===== src/rtl/nabp_shifter.sv =====
// nabp_shifter: kicks the mapper, issues IMAGE_SIZE shift beats, then signals done;
// forwards line-buffer samples to the PE chain one cycle after each beat.
module nabp_shifter #(
  parameter int IMAGE_SIZE = 256,
  parameter int DATA_WIDTH = 16
) (
  input  logic                  clk,
  input  logic                  reset_n,
  input  logic                  sc_kick,
  output logic                  sc_done,
  output logic                  sh_kick,
  input  logic                  mp_ack,
  output logic                  sh_shift_en,
  output logic                  sh_done,
  input  logic [DATA_WIDTH-1:0] rm_data,
  input  logic                  pe_ready,
  output logic [DATA_WIDTH-1:0] pe_data,
  output logic                  pe_valid
);
  localparam int CW = (IMAGE_SIZE > 1) ? $clog2(IMAGE_SIZE) : 1;
  localparam logic [1:0] IDLE = 2'd0, KICK = 2'd1, SHIFT = 2'd2, DRAIN = 2'd3;
  localparam logic [CW-1:0] LAST = CW'(IMAGE_SIZE - 1);
  logic [1:0]            r_state, w_next;
  logic [CW-1:0]         r_cnt;
  logic                  r_valid;
  logic [DATA_WIDTH-1:0] r_data;
  logic                  w_beat;
  assign w_beat = (r_state == SHIFT) && pe_ready;
  always_comb begin
    w_next = r_state == IDLE  ? (sc_kick ? KICK : IDLE) :
             r_state == KICK  ? (mp_ack ? SHIFT : KICK) :
             r_state == SHIFT ? ((w_beat && r_cnt == LAST) ? DRAIN : SHIFT) :
                                IDLE;
  end
  always_ff @(posedge clk or negedge reset_n) begin
    if (!reset_n) begin
      r_state <= IDLE;
      r_cnt   <= '0;
      r_valid <= 1'b0;
      r_data  <= '0;
    end else begin
      r_state <= w_next;
      r_valid <= w_beat;
      if (r_state == KICK) r_cnt <= '0;
      else if (w_beat) r_cnt <= r_cnt + 1'b1;
      if (w_beat) r_data <= rm_data;
    end
  end
  assign sh_kick     = r_state == KICK;
  assign sh_shift_en = w_beat;
  assign sh_done     = r_state == DRAIN;
  assign sc_done     = r_state == DRAIN;
  assign pe_valid    = r_valid;
  assign pe_data     = r_data;
endmodule


===== config.mk =====
export PLATFORM = sky130hd
export DESIGN_NAME = nabp_shifter
export DESIGN_NICKNAME = d
export VERILOG_FILES = /design/src/rtl/nabp_shifter.sv
export SDC_FILE = /design/constraint.sdc
export NUM_CORES = 1
export LEC_CHECK = 0
export CORE_MARGIN = 8
export CORE_UTILIZATION = 47
export CTS_CLUSTER_SIZE = 14
export DETAILED_ROUTE_END_ITERATION = 6
export GPL_TIMING_DRIVEN = 0
export HOLD_SLACK_MARGIN = 0.1
export PLACE_DENSITY = 0.83
export SLEW_MARGIN = 40
export SYNTH_ARGS = -nofsm -noshare
export SYNTH_HDL_FRONTEND = slang
export SYNTH_SLANG_ARGS = --single-unit

===== constraint.sdc =====
create_clock -name clk -period 2.2 [get_ports clk]
set_input_delay 0.44 -clock clk [delete_from_list [all_inputs] [get_ports clk]]
set_output_delay 0.44 -clock clk [all_outputs]
set_load 0.005 [all_outputs]

Word level (Yosys, flattened, before mapping)
Cells that the tools add are included.
- output and inout port bits: 21
- input port bits: 21
- flip-flop bits (word level): 27
- word-level logic and storage cells: 21
- add/sub/neg operators: 1
- equality and inequality tests: 4
- reductions and logical operators: 4
- mux-type cells: 8
- operator list (cell ; count):
    2-to-1 mux 8 bit ; 2
    adder 8 x 1 -> 8 bit, second input constant ; 1
    equality test 8 bit, second input constant ; 1
    2-to-1 mux 2 bit ; 4
    equality test 2 bit, second input constant ; 2
    equality test 2 x 1 -> 1 bit, second input constant ; 1
    logical AND 1 bit ; 2
    zero test 2 bit ; 1
    2-to-1 mux 1 bit ; 2
    nonzero test 2 bit ; 1

Depth between registers and ports, before layout
- word-level depth: 7
- depth in mapped cells: 7
- mapped depth without buffers: 4

Least setup slack after synthesis
OpenSTA, ideal clock, no wires.
- kind: reg-to-output
- start point: register r_state[0]
- end point: output sh_shift_en
- required time: 1.760 ns
- path buffers: 2
- arrival time: 1.024 ns
- cell stages (with the launch flop): 5
- setup slack: 0.736 ns
- cells stage by stage: dfrtp_1 nand3b_4 inv_2 buf_2 buf_4
- cells in the longest elaborated chain, start to end: 2
- RTL lines (what ; RTL line ; source):
    start, declared ; 23 ; logic [1:0] r_state, w_next;
    start signal, assigned ; 42 ; r_state <= w_next;
    equality test 2 bit ; 28 ; assign w_beat = (r_state == SHIFT) && pe_ready;
    logical AND 1 bit ; 28 ;
    end, declared ; 13 ; output logic sh_shift_en,
No other way between the ends.

Final worst setup path
- start point: input pe_ready
- end point: output sh_shift_en
- cells in the longest elaborated chain, start to end: 1
- RTL lines (what ; RTL line ; source):
    start, declared ; 16 ; input logic pe_ready,
    logical AND 1 bit ; 28 ;
No other way between the ends.

==> results.yml <==
cts:
  numCtsBuffers: 3
  cts.path.max_buffers: 2
  htreeDepth: 1
  cts.sinks: 27
  cts-root-buf: "clkbuf_4"
  cts_tree: "done"
  insertion_delay_ps: 320
  path_clk_slew_ps: 140
final_layout:
  final_area_mm2: 0.00167
  diodes: 0
  multi_input_area_um2: 440
  regArea_um2: 676
  drive_gt1_frac: 0.0964
  finalNonFillerCells: 196
  layout.nets: 189
  fill_cells: 193
  areaGrowthSynthToFinish_pct: 41.4
floorplanning:
  placementRows: 18
  die-area_mm2: 0.00437
  dieHeight_um: 66.1
  fp.coreArea_mm2: 0.00243
  io_pins: 42
  initial_core_util: 0.485
  die_width_um: 66.1
critical_path:
  path_buf_inv: 3
  cp-start-kind: "input port"
  path_cells: "clkdlybuf4s50_1 > nand3b_4 > inv_8 > clkdlybuf4s50_1"
  worst_setup_path_end_kind: "primary output"
  max_stage_delay_ps: 530
  reg2reg_to: "r_cnt[6]"
  worstSetupPathType: "in -> out"
  r2r-start: "r_state[0]"
  ff2ff_path_depth: 5
  r2r_slack_ps: 590
  critical_path_required_ps: 1760
  worstSetupStartpoint: "pe_ready"
  cp-endpoint: "sh_shift_en"
  crit_top_cell: "clkdlybuf4s50_1"
  cp.arrival_ps: 1720
  crit_fanout: 11
  crit_cells: 4
  cp_slowest_cell: "clkdlybuf4s50_1"
  critPathTopFamily: "buffers and inverters"
job:
  drv_cap: 0
placed_design:
  dpl-instance-area_mm2: 0.00162
  place_congestion: 0.767
  dp_hpwl_mm: 2.18
  dp_cells: 191
  port_buffers: 41
routing:
  dr_wl_met2_mm: 1.45
  ant_nets: 0
  via_per_inst: 5.14
  drc: 0
  highest_layer: "met3"
  met3_length_um: 282
  drt-initial-drc-count: 65
  post_drt_wl_per_cell_um: 14.9
  drt-pass1-iter-count: 4
  wirelength_mm: 2.91
  routed-via-count: 1007
  wl_met1_mm: 1.18
synthesis:
  yosysUniqueCellTypes: 27
  yosysSeqAreaShare: 0.573
  syn_area_per_cell_um2: 9.82
  synth_seq_cells: 27
  syn_area_mm2: 0.00118
  synthCells: 120
  yosys_warnings: 0
  synth_nets: 142
sta:
  hold_viol: 0
  relSlewSlack: 0.599
  final.min_clock_period_ps: 2160
  rsz0062_at_grt: "false"
  drv_slew: 0
  tightest_slew_ps: 601
  tns_ps: 0
  fin_skew_ps: 3.41
  fmax_ghz: 0.464
  setup_viol: 0
  fin_crit_sh: 0.980
grt:
  antenna_found_initial: 0
  grt_max_degree: 28
  grt_pass1_vias: 1143
  overflow: 0
  grtUsageTotal: 0.148
  grt_pass1_wl_mm: 5.15
pwr:
  total_power_mw: 1.82
  power_density_mw_per_mm2: 1090
  ir_drop_v: 0.000758
  power_leakage_nw: 0.816
run_status:
  outcome: "complete, no violations"
min_path:
  hp-class: "in -> async"
cell usage in the layout (no fill, tap or decap):
master           instances
mux2_2                   1
o41ai_1                  2
a21oi_1                  1
ha_1                     1
dlymetal6s2s_1           1
o32a_1                   1
a21o_1                   1
nand3_1                  3
nand3b_4                 1
nor3_1                   3
inv_4                    1
clkbuf_4                 3
mux2i_1                  3
nand2_1                 56
o211ai_1                 1
clkdlybuf4s50_1         39
clkbuf_1                 1
o21ai_0                  1
nand2b_1                 1
dfrtp_1                 27
buf_4                    4
inv_1                    1
inv_8                    1
buf_2                    2
nand4_1                  2
nand4b_1                 1
o31ai_1                  1
buf_6                    2
mux2_4                   1
o311ai_1                 1
and2_1                   1
o311ai_0                 1
worst register-to-register path: stages (launching register included):
cell	delay [ps]
dfrtp_1	470
nand3b_4	230
buf_4	170
buf_4	160
o311ai_0	330
o41ai_1	130
synthesized netlist by cell type (all sizes together):
| master | number | area share |
|---|---|---|
| nand2 | 56 | 0.18 |
| o32a | 1 | 0.0085 |
| o21ai | 1 | 0.0042 |
| buf | 7 | 0.047 |
| o311ai | 2 | 0.015 |
| nand4b | 1 | 0.0074 |
| a21o | 1 | 0.0064 |
| o41ai | 2 | 0.015 |
| ha | 1 | 0.011 |
| o31ai | 1 | 0.0064 |
| a21oi | 1 | 0.0042 |
| o211ai | 1 | 0.0064 |
| nor3 | 3 | 0.013 |
| nand3 | 3 | 0.013 |
| nand3b | 1 | 0.017 |
| mux2i | 3 | 0.025 |
| nand2b | 1 | 0.0053 |
| mux2 | 2 | 0.022 |
| dfrtp | 27 | 0.57 |
| inv | 2 | 0.0064 |
| and2 | 1 | 0.0053 |
| nand4 | 2 | 0.011 |
through the flow:
| step | setup WS, ps | hold slack [ps] | utilization |
|---|---|---|---|
| after floorplan | 736 | 144 | - |
| after global placement | -372 | 458 | 0.669 |
| after detailed placement | -407 | 466 | 0.667 |
| after CTS | 15.6 | 112 | 0.684 |
| after global routing | 5.72 | 122 | 0.685 |
| final | 44.2 | 103 | 0.685 |
power by group:
group / switching [mW] / internal, mW / leakage (nW) / total [mW]
Combinational: 0.343 / 0.492 / 0.451 / 0.836
Sequential: 0.106 / 0.665 / 0.350 / 0.771
Clock: 0.141 / 0.0709 / 0.0150 / 0.212
repair_timing:
item	CTS	global route
hold buffers	0	0
resized for setup	3	1
buffers inserted	2	0
cloned	1	0
setup endpoints to repair	1	1
pin swaps	1	0
cell type report:
cell class / count / share of cell area
flip-flops and latches: 27 / 0.405
multi-input cells: 84 / 0.264
repair buffers: 43 / 0.254
plain buffers: 5 / 0.0255
well taps: 30 / 0.0225
clock buffers: 4 / 0.0158
inverters: 2 / 0.00901
repair inverters: 1 / 0.00375
how the worst min path moves through the flow:
stage / cells after the start / endpoint / slack (ps)
final: 1 / r_cnt[7] / 100
after global placement: 2 / pe_data[12] / 460
after detailed placement: 2 / pe_data[2] / 470
after floorplan: 0 / pe_data[0] / 140
after CTS: 1 / pe_data[6] / 110
after global routing: 1 / pe_data[1] / 120
logic make-up (layout without fill, tap and decap cells):
group / after synthesis / count (layout) / synth area share
AO/OA/AOI/OAI: 10 / 10 / 0.0658
flip-flops: 27 / 27 / 0.573
AND/OR/NAND/NOR: 68 / 68 / 0.249
buffers and inverters: 9 / 55 / 0.0531
adder cells (fa/ha/maj): 1 / 1 / 0.0106
multiplexers: 5 / 5 / 0.0478
routing by layer:
metal | GRT usage | up-vias
met5 | 0 | -
met3 | 0.0661 | 0
met4 | 0.0320 | 0
li1 | - | 490
met2 | 0.248 | 30
met1 | 0.168 | 487
sequential cells by signal, indices dropped and copies added (netlist names):
| signal | flops |
|---|---|
| r_state | 2 |
| pe_valid | 1 |
| pe_data | 16 |
| r_cnt | 8 |
Power figures use the tool's default switching activity.
